## src/rtl/param_serializer_if.sv

```systemverilog
// rtl/param_serializer_if.sv - handshake bundle between TX controller and param_serializer
//
// Purpose : groups the parallel-word handshake, the shift tick and the serial
//           outputs of param_serializer into one interface.
// Signals : P_DATA   [DATA_W] parallel word to serialise          (master -> slave)
//           p_valid            P_DATA valid                        (master -> slave)
//           p_ready            slave can accept a word             (slave -> master)
//           ser_en             shift tick, one bit per high cycle  (master -> slave)
//           ser_data           registered serial bit               (slave -> master)
//           ser_done           one-cycle pulse on final bit        (slave -> master)
//           busy               word in flight                      (slave -> master)
//           par_en             parity request, captured with word  (master -> slave,
//                              only when SERIALIZER_PARITY_EN is defined)
// Modports: master (TX controller side), slave (serializer side).
// Macro   : SERIALIZER_PARITY_EN adds par_en.

interface param_serializer_if #(
   parameter int DATA_W = 8
);
   logic [DATA_W-1:0] P_DATA;
   logic              p_valid;
   logic              p_ready;
   logic              ser_en;
   logic              ser_data;
   logic              ser_done;
   logic              busy;
`ifdef SERIALIZER_PARITY_EN
   logic              par_en;

   modport master (
      output P_DATA, p_valid, ser_en, par_en,
      input  p_ready, ser_data, ser_done, busy
   );

   modport slave (
      input  P_DATA, p_valid, ser_en, par_en,
      output p_ready, ser_data, ser_done, busy
   );
`else
   modport master (
      output P_DATA, p_valid, ser_en,
      input  p_ready, ser_data, ser_done, busy
   );

   modport slave (
      input  P_DATA, p_valid, ser_en,
      output p_ready, ser_data, ser_done, busy
   );
`endif
endinterface

```

## src/rtl/param_serializer.sv

```systemverilog
// rtl/param_serializer.sv - parametrised parallel-to-serial shifter for the UART TX datapath
//
// Purpose : captures a DATA_W-bit word on a valid/ready handshake, then drives
//           it out one bit per ser_en tick, LSB- or MSB-first, with busy and a
//           one-cycle done pulse on the final bit.
// Params  : DATA_W    word width (>= 2)
//           MSB_FIRST 0 = bit 0 first, 1 = bit DATA_W-1 first
//           IDLE_LVL  ser_data level out of reset
//           PAR_ODD   parity sense (only with SERIALIZER_PARITY_EN)
// Ports   : CLK  clock
//           RST  synchronous, active-low reset
//           bus  param_serializer_if.slave (P_DATA, p_valid, p_ready, ser_en,
//                ser_data, ser_done, busy, and par_en with the macro)
// Macro   : SERIALIZER_PARITY_EN enables an optional trailing parity bit.

module param_serializer #(
   parameter int   DATA_W    = 8,
   parameter bit   MSB_FIRST = 1'b0,
   parameter logic IDLE_LVL  = 1'b1
`ifdef SERIALIZER_PARITY_EN
   ,
   parameter bit   PAR_ODD   = 1'b0
`endif
) (
   input  logic               CLK,
   input  logic               RST,
   param_serializer_if.slave  bus
);

`ifdef SERIALIZER_PARITY_EN
   // One extra count is needed to index the parity slot after the data bits.
   localparam int CNT_W = $clog2(DATA_W + 2);
`else
   localparam int CNT_W = $clog2(DATA_W + 1);
`endif
   localparam logic [CNT_W-1:0] C_LAST   = CNT_W'(DATA_W - 1);
   localparam logic [CNT_W-1:0] C_DATA_W = CNT_W'(DATA_W);

   typedef enum logic {
      S_IDLE  = 1'b0,
      S_SHIFT = 1'b1
   } state_t;

   state_t              r_state;
   state_t              w_state_nxt;
   logic [DATA_W-1:0]   r_shift;
   logic [DATA_W-1:0]   w_shift_nxt;
   logic [CNT_W-1:0]    r_cnt;
   logic [CNT_W-1:0]    w_cnt_nxt;
   logic                r_ser_data;
   logic                w_ser_data_nxt;
   logic                r_done;
   logic                w_done_nxt;
   logic                w_head;
   logic [DATA_W-1:0]   w_shifted;
   logic                w_par_pend;
   logic                w_par_bit;

`ifdef SERIALIZER_PARITY_EN
   logic                r_par_en;
   logic                w_par_en_nxt;
   logic                r_par_bit;
   logic                w_par_bit_nxt;

   assign w_par_pend = r_par_en;
   assign w_par_bit  = r_par_bit;
`else
   assign w_par_pend = 1'b0;
   assign w_par_bit  = 1'b0;
`endif

   // Head bit and the register after shifting toward the head.
   assign w_head    = MSB_FIRST ? r_shift[DATA_W-1] : r_shift[0];
   assign w_shifted = MSB_FIRST ? {r_shift[DATA_W-2:0], 1'b0}
                                : {1'b0, r_shift[DATA_W-1:1]};

   always_ff @(posedge CLK) begin
      if (!RST) begin
         r_state    <= S_IDLE;
         r_shift    <= '0;
         r_cnt      <= '0;
         r_ser_data <= IDLE_LVL;
         r_done     <= 1'b0;
`ifdef SERIALIZER_PARITY_EN
         r_par_en   <= 1'b0;
         r_par_bit  <= 1'b0;
`endif
      end else begin
         r_state    <= w_state_nxt;
         r_shift    <= w_shift_nxt;
         r_cnt      <= w_cnt_nxt;
         r_ser_data <= w_ser_data_nxt;
         r_done     <= w_done_nxt;
`ifdef SERIALIZER_PARITY_EN
         r_par_en   <= w_par_en_nxt;
         r_par_bit  <= w_par_bit_nxt;
`endif
      end
   end

   always_comb begin
      w_state_nxt    = r_state;
      w_shift_nxt    = r_shift;
      w_cnt_nxt      = r_cnt;
      w_ser_data_nxt = r_ser_data;
      w_done_nxt     = 1'b0;
`ifdef SERIALIZER_PARITY_EN
      w_par_en_nxt   = r_par_en;
      w_par_bit_nxt  = r_par_bit;
`endif

      case (r_state)
         S_IDLE: begin
            // ser_en is ignored here; ser_data keeps the last driven bit.
            if (bus.p_valid) begin
               w_shift_nxt = bus.P_DATA;
               w_cnt_nxt   = '0;
               w_state_nxt = S_SHIFT;
`ifdef SERIALIZER_PARITY_EN
               w_par_en_nxt  = bus.par_en;
               w_par_bit_nxt = (^bus.P_DATA) ^ PAR_ODD;
`endif
            end
         end

         S_SHIFT: begin
            if (bus.ser_en) begin
               if (w_par_pend && (r_cnt == C_DATA_W)) begin
                  // Parity slot follows the last data bit.
                  w_ser_data_nxt = w_par_bit;
                  w_cnt_nxt      = r_cnt + CNT_W'(1);
                  w_done_nxt     = 1'b1;
                  w_state_nxt    = S_IDLE;
               end else begin
                  w_ser_data_nxt = w_head;
                  w_shift_nxt    = w_shifted;
                  w_cnt_nxt      = r_cnt + CNT_W'(1);
                  // Leaving SHIFT on the final edge makes p_ready high in the
                  // done cycle, so the next word can be taken back-to-back.
                  if ((r_cnt == C_LAST) && !w_par_pend) begin
                     w_done_nxt  = 1'b1;
                     w_state_nxt = S_IDLE;
                  end
               end
            end
         end

         default: begin
            w_state_nxt = S_IDLE;
         end
      endcase
   end

   assign bus.p_ready  = (r_state == S_IDLE);
   assign bus.busy     = (r_state == S_SHIFT);
   assign bus.ser_data = r_ser_data;
   assign bus.ser_done = r_done;

endmodule
```

## src/flat_wrapper.sv

```systemverilog
// flat-port wrapper written by rule: the top's interface ports become plain ports
module param_serializer_flat 
#(
   parameter int   DATA_W    = 8,
   parameter bit   MSB_FIRST = 1'b0,
   parameter logic IDLE_LVL  = 1'b1

)
  (CLK, RST, bus_P_DATA, bus_p_valid, bus_ser_en, bus_p_ready, bus_ser_data, bus_ser_done, bus_busy);
  param_serializer_if #(.DATA_W(DATA_W)) bus_i ();
  input  logic CLK;
  input  logic RST;
  input wire logic [$bits(bus_i.P_DATA)-1:0] bus_P_DATA;
  input wire logic [$bits(bus_i.p_valid)-1:0] bus_p_valid;
  input wire logic [$bits(bus_i.ser_en)-1:0] bus_ser_en;
  output wire logic [$bits(bus_i.p_ready)-1:0] bus_p_ready;
  output wire logic [$bits(bus_i.ser_data)-1:0] bus_ser_data;
  output wire logic [$bits(bus_i.ser_done)-1:0] bus_ser_done;
  output wire logic [$bits(bus_i.busy)-1:0] bus_busy;
  assign bus_i.P_DATA = bus_P_DATA;
  assign bus_i.p_valid = bus_p_valid;
  assign bus_i.ser_en = bus_ser_en;
  assign bus_p_ready = bus_i.p_ready;
  assign bus_ser_data = bus_i.ser_data;
  assign bus_ser_done = bus_i.ser_done;
  assign bus_busy = bus_i.busy;
  param_serializer #(.DATA_W(DATA_W), .MSB_FIRST(MSB_FIRST), .IDLE_LVL(IDLE_LVL)) u_core (.CLK(CLK), .RST(RST), .bus(bus_i));
endmodule
```

## config.mk

```make
export PLATFORM = sky130hd
export DESIGN_NAME = param_serializer_flat
export DESIGN_NICKNAME = d
export VERILOG_FILES = /design/src/rtl/param_serializer_if.sv /design/src/rtl/param_serializer.sv /design/src/flat_wrapper.sv
export SDC_FILE = /design/constraint.sdc
export NUM_CORES = 1
export LEC_CHECK = 0
export BUFFER_PORTS_ARGS = -buffer_cell sky130_fd_sc_hd__buf_2
export CAP_MARGIN = 20
export CORE_UTILIZATION = 45
export DETAILED_ROUTE_END_ITERATION = 10
export PLACE_DENSITY = 0.68
export RECOVER_POWER = 25
export SLEW_MARGIN = 20
export SYNTH_ARGS = -nofsm -noshare
export SYNTH_HDL_FRONTEND = slang
export SYNTH_SLANG_ARGS = --single-unit
```

## constraint.sdc

```tcl
create_clock -name CLK -period 1.1 [get_ports CLK]
set_input_delay 0.22 -clock CLK [delete_from_list [all_inputs] [get_ports CLK]]
set_output_delay 0.22 -clock CLK [all_outputs]
set_load 0.01 [all_outputs]
```

==> impl_metrics.ini, run 1 <==
[outcome]
status = finished, violations left
violations = setup timing

[drt]
routed_wl_mm = 1.34
vias = 570
avgRoutedWirePerCell_um = 12.6
ant_nets = 0
drt_iter0_drc = 5
drt-pass1-iter-count = 4
via_per_inst = 5.38
drc = 0

[placement]
gp_congestion = 0.643
placed_cell_area_sq_um = 777
dp.final_hpwl_um = 846
port_buffers = 15

[timing]
worst_slew_pin_slew_ns = 0.283
setup_ws_ns = -0.0256
maxSlewHeadroom_pct = 81.1
finClkSkew_ns = 0.00178
holdWs_ns = 0.249
rsz0062_at_grt = true
period_share_pct = 102
post-route-min-period_ns = 1.13
timing.final.hold_violations = 0
setup_violations = 2
maxSlewViolCount = 0
fmax_ghz = 0.888

[clock_network]
cts_tree = built
cts-buffers-inserted = 3
worstSkewPairLatency_ns = 0.28
clk_pin_slew_worst_paths_ns = 0.09
cts-root-buf = clkbuf_4
clockBufferDepth = 2
clock-sinks = 15
cts_max_level = 1
cts_hold_buf = 0

[critical_path]
path_max_fanout = 5
cp_cell_sequence = buf_6 -> inv_2 -> buf_6
worstSetupEndpointType = output pin
cp-start-kind = register
r2r_cells = 2
crit_buf_inv = 3
arrival_ns = 0.91
cp.depth = 3
slowest_delay_ns = 0.37
crit_path_frequent_cell = buf_6
crit_family = flip-flops
path_class = register to output pin
crit_path_top_delay_cell = dfxtp_4
required_ns = 0.88

[grt]
antenna_found_initial = 0
grt_pass1_wl_mm = 1.97
grt_pass1_vias = 491
grt_max_degree = 18
grt_use_total_pct = 17.9
globalRouteOverflowTotal = 0

[yosys]
synth_warnings = 0
synth_area_leader_cell = dfxtp_1
synth-seq-cells = 15
yosys.area.top_type_share_pct = 43.2
synthesis.instances = 71
synth_cell_type_count = 25
seq_area_frac_synth_pct = 43.2
syn_area_per_cell_sq_um = 9.80
netlist_area_sq_um = 696
synthTopCellsByArea = dfxtp_1 43%, mux2i_1 13%, o211a_1 12%, nand2_1 5.4%, buf_6 3.2%
syn_nets = 84

[final_layout]
final_area_sq_um = 880
antennaDiodeCount = 0
final_cell_mix = 14 x buf_2, 14 x dfxtp_1, 10 x nand2_1, 8 x o211a_1, 8 x mux2i_1
areaGrowthSynthToFinish_pct = 26.4
layout-drive-gt1-share_pct = 37.4
fin_nets = 105

[floorplanning]
core_area_sq_um = 1370
row_count = 13
die_h_um = 41.3
dieArea_sq_um = 1710
num_io_pins = 16
fp.dieW_um = 41.3
start_util_pct = 50.9

[power_and_ir_drop]
power_frac_seq_pct = 53.7
leakage_nw = 0.470
switching_power_mw = 0.288
power_density_nw_per_um2 = 1260
power_frac_comb_pct = 18.1
swShare_pct = 25.9
peakVddDrop_v = 0.000740
p_int_mw = 0.822
clock_power_share_pct = 28.2

[hold_path]
hold_path_depth = 2
hold_class = input port to register

[job]
max_cap_viol_count = 0
[power groups by stage]
stage | combinational, mW | sequential [mW] | clock (mW)
final | 0.201 | 0.596 | 0.312
after global routing | 0.221 | 0.600 | 0.350
after CTS | 0.183 | 0.596 | 0.331
after detailed placement | 0.162 | 0.610 | 0
after global placement | 0.159 | 0.608 | 0
after floorplan | 0.118 | 0.608 | 0
[synth_stat cells]
cell type and instances:
a31oi_1 1, clkbuf_1 1, a21oi_1 2, o22ai_1 1, buf_6 2, nor2b_1 1
buf_2 1, o21a_1 1, nand2_1 10, and3_1 1, o211a_1 8, nand3_1 1
mux2_4 1, ha_1 1, mux2i_1 9, nor2_1 1, nand4_1 1, o21ai_0 2
inv_1 4, dfxtp_1 15, nor3b_1 1, and4_1 1, nand2b_1 2, clkbuf_2 1
and2_1 2
[cells by family after synthesis]
family / share of synthesized area (%)
multiplexers: 15.1
AO/OA/AOI/OAI: 17.3
AND/OR/NAND/NOR: 15.3
flip-flops: 43.2
buffers and inverters: 7.37
adder cells (fa/ha/maj): 1.80
[area by class of cell]
cell class              count  area, sq um
clock buffers               3         22.5
clock inverters             1         5.00
fillers                   129          487
inverters                   4         15.0
multi-input cells          47          373
flip-flops and latches     15          304
well taps                  15         18.8
repair buffers             21          141
[per-stage QoR]
stage / setup TNS [ns] / total power, mW / setup WS, ns / std cells / utilization [%]
6_report: -0.0468 / 1.11 / -0.0256 / 106 / 64.4
5_1_grt: -0.341 / 1.17 / -0.0601 / 106 / 64.4
4_1_cts: -0.0624 / 1.11 / -0.0373 / 106 / 61.6
3_5_place_dp: 0 / 0.772 / 0.0184 / 99 / 56.9
3_3_place_gp: 0 / 0.767 / 0.0406 / 99 / 56.9
2_1_floorplan: -0.906 / 0.726 / -0.129 / 71 / -
[timing repair]
item	4_1_cts	5_1_grt
setup buffers	3	0
resized for setup	5	10
pin swaps	0	2
endpoints found under the setup margin	2	12
[final timing paths]
path                                                  startpoint  slack (ns)                          endpoint
worst min-delay path                                         RST        0.25  u_core.bus.ser_data$_SDFFE_PN1P_
worst max register to register        u_core.bus.busy$_SDFF_PN0_        0.01    u_core.r_shift[4]$_SDFFE_PN0P_
worst max-delay path                  u_core.bus.busy$_SDFF_PN0_       -0.03                       bus_p_ready
worst min register to register  u_core.bus.ser_data$_SDFFE_PN1P_        0.48  u_core.bus.ser_data$_SDFFE_PN1P_
[routing by layer]
| metal | up-vias | track usage (%) | wire length (um) |
|---|---|---|---|
| met2 | 11 | 28.9 | 634 |
| met4 | 0 | 12.1 | 14 |
| met1 | 269 | 21.5 | 644 |
| met5 | - | 0 | 0 |
| li1 | 288 | - | - |
| met3 | 2 | 3.19 | 44 |
[worst reg2reg max path, delay by kind of cell (launching register included)]
| kind | cells | cell delay, ns |
|---|---|---|
| multiplexers | 1 | 0.39 |
| flip-flops | 1 | 0.37 |
| AO/OA/AOI/OAI | 1 | 0.23 |
[state kept, by name, indices dropped and copies added, names as in the netlist]
| signal | flops |
|---|---|
| u_core.r_shift | 8 |
| u_core.r_cnt | 4 |
| u_core.bus.busy | 1 |
| u_core.bus.ser_data | 1 |
| u_core.bus.ser_done | 1 |
No activity file was read; power rests on OpenSTA's default activity.
==> inputs of run 2 (changes only) <==
- clock period: 1.1 -> 0.9 ns (I/O delays scaled with it)
==> run 2 against run 1 <==
Compared with the run above: the flow still finishes with violations (setup timing); utilization is 6.3 points higher; clock skew about the same; sequential power grew 23%; non-clock buffer count is 7 higher; sequential share of layout area fell by 2.8 points; cell area up 9.8%; via count is 2.6% higher; combinational power rose by 41%; flip-flop and latch count is the same; clock power increased by 25%; hold slack got worse by 0.020 ns; largest power group unchanged; highest routed layer unchanged.
==> impl_metrics.ini, run 2 (same netlist as run 1, synthesis figures left out) <==
[outcome]
status = finished, violations left
violations = setup timing

[grt]
grt_pass1_vias = 508
globalRouteOverflowTotal = 0
antenna_found_initial = 0
grt_pass1_wl_mm = 2.31
grt_use_total_pct = 21.7
grt_max_degree = 18

[timing]
holdWs_ns = 0.229
rsz0062_at_grt = true
maxSlewHeadroom_pct = 84.4
period_share_pct = 125
post-route-min-period_ns = 1.12
worst_slew_pin_slew_ns = 0.234
setup_ws_ns = -0.222
timing.final.hold_violations = 0
setup_violations = 16
finalSetupTns_ns = -2.73
maxSlewViolCount = 0
finClkSkew_ns = 0.00132
fmax_ghz = 0.891

[critical_path]
path_max_fanout = 5
crit_path_frequent_cell = buf_6
cp_cell_sequence = buf_6 -> buf_6 -> nand2b_4 -> o22ai_2 -> and2_4
arrival_ns = 1.36
crit_start = u_core.bus.busy$_SDFF_PN0_
timing.rr.start = u_core.bus.busy$_SDFF_PN0_
worstSetupEndpointType = register
crit_path_top_delay_cell = dfxtp_4
cp-start-kind = register
required_ns = 1.14
slowest_delay_ns = 0.37
path_class = register to register
crit_buf_inv = 2
crit_family = flip-flops

[drt]
drt_iter0_drc = 5
drc = 0
drt-pass1-iter-count = 4
ant_nets = 0
routed_wl_mm = 1.55
vias = 585
via_per_inst = 5.18
avgRoutedWirePerCell_um = 13.7

[floorplanning]
fp.dieW_um = 41.3
die_h_um = 41.3
num_io_pins = 16
start_util_pct = 50.9
row_count = 13
dieArea_sq_um = 1710
core_area_sq_um = 1370

[final_layout]
fin_nets = 112
antennaDiodeCount = 0
areaGrowthSynthToFinish_pct = 38.8
layout-drive-gt1-share_pct = 46.9
reg.largest.list = u_core.r_shift x8, u_core.r_cnt x4
largest-register = u_core.r_shift
final_cell_mix = 12 x buf_2, 12 x dfxtp_1, 10 x nand2_1, 9 x mux2i_1, 9 x buf_6
largest_reg_flops = 8
final_cells = 113

[clock_network]
cts-buffers-inserted = 3
cts_hold_buf = 0
clock-sinks = 15
cts_tree = built
cts_max_level = 1
cts-root-buf = clkbuf_4
clockBufferDepth = 2
worstSkewPairLatency_ns = 0.28
clk_pin_slew_worst_paths_ns = 0.09

[job]
max_cap_viol_count = 0

[hold_path]
min_from = bus_P_DATA[3]
hold_class = input port to register

[power_and_ir_drop]
totalPowerFinal_mw = 1.40
leakage_nw = 0.512
power_density_nw_per_um2 = 1450
peakVddDrop_v = 0.000996

[placement]
dp.cells = 103
dp.final_hpwl_um = 881
gp_congestion = 0.674
port_buffers = 15
dp_slack_ns = -0.190
[run 2: cell types whose count changed in the layout (fill, tap and decap cells not counted), sizes merged]
cell | before | now
buf | 21 | 28
[run 2: per-layer routing]
layer | part of all wire, % | vias up | global-route usage, % | wire length (um)
met2 | 50 | 14 | 35.2 | 780
met5 | 0 | - | 0 | 0
met1 | 44 | 264 | 26.3 | 674
met3 | 3.9 | 4 | 6.38 | 61
met4 | 1.7 | 0 | 9.68 | 27
li1 | - | 303 | - | -
[run 2: stage by stage]
stage	util, %	area, sq um
detailed placement	59.1	807
floorplan	-	697
global placement	59.1	807
finish	70.7	966
global route	70.7	966
CTS	65.6	896
[run 2: worst reg2reg max path, delay by kind of cell (launching register included)]
family                 cells  cell delay (ns)
AOI/OAI and AO/OA          1             0.16
and+or+nand+nor            2             0.30
buffers and inverters      2             0.24
DFF                        1             0.37
[run 2: report_power, final]
group	total, mW	internal, mW	leakage (nW)	switching [mW]
clock	0.389	0.165	0.0177	0.223
sequential	0.731	0.706	0.124	0.0251
combinational	0.283	0.161	0.371	0.122
[run 2: path summary, 6_finish.rpt]
check	to	slack, ns	cells past startpoint
worst max-delay path	u_core.r_shift[7]$_SDFFE_PN0P_	-0.22	5
worst min-delay path	u_core.r_shift[3]$_SDFFE_PN0P_	0.23	4
worst max register to register	u_core.r_shift[7]$_SDFFE_PN0P_	-0.22	5
worst min register to register	u_core.bus.ser_data$_SDFFE_PN1P_	0.49	2
[run 2: cell type report]
class	instances	area, sq um
Inverter	4	15.0
Sequential cell	15	307
Clock buffer	3	22.5
Multi-Input combinational cell	47	384
Fill cell	106	400
Clock inverter	1	5.00
Tap cell	15	18.8
Timing Repair Buffer	28	214
[run 2: timing repair]
item	4_1_cts	5_1_grt
setup endpoints to repair	18	19
gates cloned	0	0
buffers inserted	3	3
gates resized for setup	13	12
hold endpoints to repair	0	0
pin swaps	3	3
==> inputs of run 3 (changes only) <==
- ABC_AREA: unset -> 1
- CORE_UTILIZATION: 45 -> 46
- PLACE_DENSITY: 0.68 -> 0.69
==> run 3 against run 2 <==
Compared with the run above: the flow still finishes with violations (setup timing); first-iteration DRC count grew to 3.4 times the previous value; sequential power is 1% higher; non-clock buffer count fell by 2; via count is 29% higher; flip-flop and latch count unchanged; die area rose by 6.4%; clock power hardly changed; area after synthesis up 9.2%; count of clock-buffer cells in the layout is 1 higher; combinational power rose by 30%.
==> impl_metrics.ini, run 3 <==
[drt]
vias = 757
ant_nets = 0
routed_wl_mm = 1.70
avgRoutedWirePerCell_um = 11.6
drc = 0
drt-pass1-iter-count = 4
via_per_inst = 5.15
drt_iter0_drc = 17

[power_and_ir_drop]
power_frac_seq_pct = 49.3
leakage_nw = 0.480
p_int_mw = 1.05
clock_power_share_pct = 26.1
totalPowerFinal_mw = 1.50
power_density_nw_per_um2 = 1390
peakVddDrop_v = 0.000747
switching_power_mw = 0.449
swShare_pct = 30.0
power_frac_comb_pct = 24.6

[yosys]
yosys.area.top_type_share_pct = 39.5
async_flop_share_pct = 0
synth-seq-cells = 15
synth_common_cells = 28 x nand2_1, 15 x dfxtp_1, 14 x nor2_1, 8 x nand3_1, 7 x nor2_2
synth_warnings = 0
synth_cell_type_count = 21
synthTopCellsByArea = dfxtp_1 40%, nand2_1 14%, nor2_1 6.9%, nor2_2 5.8%, nand2_8 5.3%
yosysMostFrequentCell = nand2_1
synth_area_leader_cell = dfxtp_1
syn_area_per_cell_sq_um = 7.45
synth_flop_cell = dfxtp_1
netlist_area_sq_um = 759
synthesis.instances = 102
syn_nets = 115
seq_area_frac_synth_pct = 39.5
synth_edf_count = 0

[clock_network]
cts_tree = built
cts_hold_buf = 0
clk_pin_slew_worst_paths_ns = 0.09
cts_max_level = 1
cts-root-buf = clkbuf_4
cts-buffers-inserted = 3
worstSkewPairLatency_ns = 0.29
clock-sinks = 15
clockBufferDepth = 2

[timing]
setup_ws_ns = -0.117
maxSlewHeadroom_pct = 87.1
worst_slew_pin_slew_ns = 0.192
finClkSkew_ns = 0.00257
maxSlewViolCount = 0
setup_violations = 18
post-route-min-period_ns = 1.02
fmax_ghz = 0.983
finalSetupTns_ns = -1.36
period_share_pct = 113
rsz0062_at_grt = true
timing.final.hold_violations = 0

[critical_path]
timing.rr.start = u_core.bus.busy$_SDFF_PN0_
cp-start-kind = register
arrival_ns = 0.84
crit_start = u_core.bus.busy$_SDFF_PN0_
r2r_end = u_core.r_shift[5]$_SDFFE_PN0P_
r2r_cells = 6
r2r_slack_ns = -0.11
crit_end = bus_p_ready
required_ns = 0.72
path_class = register to output pin
worstSetupEndpointType = output pin
path_max_fanout = 4

[hold_path]
hold_path_depth = 3
hold_class = input port to register

[final_layout]
nFillCells = 127
largest_reg_flops = 8
multiInputGateArea_sq_um = 479
final_cell_mix = 24 x nand2_1, 13 x buf_2, 12 x nor2_1, 10 x dfxtp_1
seq_area_sq_um = 309
final_common_cell = nand2_1
antennaDiodeCount = 0
largest-register = u_core.r_shift
fin_nets = 145
areaGrowthSynthToFinish_pct = 42.0
final_cells = 147
layout-drive-gt1-share_pct = 47.3
final_util_pct = 70.8
reg.largest.list = u_core.r_shift x8, u_core.r_cnt x4

[placement]
dp_slack_ns = -0.0943
dp.cells = 134
dp.final_hpwl_mm = 1.10
gp_congestion = 0.813
port_buffers = 15

[floorplanning]
dieArea_sq_um = 1820
row_count = 14
die_h_um = 42.6
core_area_sq_um = 1520
start_util_pct = 49.8
num_io_pins = 16
fp.dieW_um = 42.6

[grt]
grt_pass1_vias = 632
antenna_found_initial = 0
globalRouteOverflowTotal = 0
grt_max_degree = 15
grt_use_total_pct = 20.5
grt_pass1_wl_mm = 2.74

[outcome]
status = finished, violations left
violations = setup timing

[job]
max_cap_viol_count = 0
==> run 3: worst min path at each step <==
stage	startpoint	endpoint
detailed placement	bus_P_DATA[7]	u_core.r_shift[7]$_SDFFE_PN0P_
global placement	bus_P_DATA[7]	u_core.r_shift[7]$_SDFFE_PN0P_
CTS	bus_P_DATA[7]	u_core.r_shift[7]$_SDFFE_PN0P_
finish	bus_P_DATA[7]	u_core.r_shift[7]$_SDFFE_PN0P_
global route	bus_P_DATA[7]	u_core.r_shift[7]$_SDFFE_PN0P_
floorplan	RST	u_core.r_cnt[0]$_SDFFE_PN0P_
==> run 3: cell families after synthesis <==
kind of cell,count (synthesis),synth area share (%)
AO/OA/AOI/OAI,13,9.55
adder cells (fa/ha/maj),1,1.65
buffers and inverters,10,8.07
flip-flops,15,39.5
AND/OR/NAND/NOR,63,41.2
==> run 3: power groups by stage <==
stage | Sequential, mW | Combinational [mW] | Clock [mW]
after floorplan | 0.744 | 0.206 | 0
after global placement | 0.754 | 0.278 | 0
after detailed placement | 0.754 | 0.282 | 0
after CTS | 0.737 | 0.320 | 0.402
after global routing | 0.744 | 0.404 | 0.442
final | 0.739 | 0.368 | 0.392
==> run 3: layout make-up <==
cell class / count / share of cell area, %
Multi-Input combinational cell: 78 / 44.4
Inverter: 8 / 4.64
Timing Repair Buffer: 26 / 18.0
Tap cell: 16 / 1.86
Sequential cell: 15 / 28.7
Clock buffer: 4 / 2.44
==> run 3: timing repair <==
item / in CTS / in global routing
pin swaps: 5 / 9
setup buffers: 4 / 4
resized for setup: 12 / 12
gates cloned: 0 / 1
endpoints found under the setup margin: 17 / 19
==> run 3: worst max-delay path, stage by stage (launching register included) <==
cell and delay [ns]:
dfxtp_4 0.40, inv_8 0.04, buf_6 0.11
==> run 3: metrics by stage <==
stage                     hold slack [ns]  instance area, sq um
after floorplan                     0.291                   788
after global placement              0.431                   898
after detailed placement            0.436                   898
after CTS                           0.125                   995
after global routing                0.131                  1080
final                               0.128                  1080
==> run 3: metal layers <==
layer | vias to the layer above | global-route usage, % | part of all wire (%)
li1 | 387 | - | -
met1 | 352 | 25.5 | 43
met2 | 15 | 32.7 | 51
met3 | 3 | 5.17 | 3.5
met4 | 0 | 9.38 | 1.6
met5 | - | 0 | 0
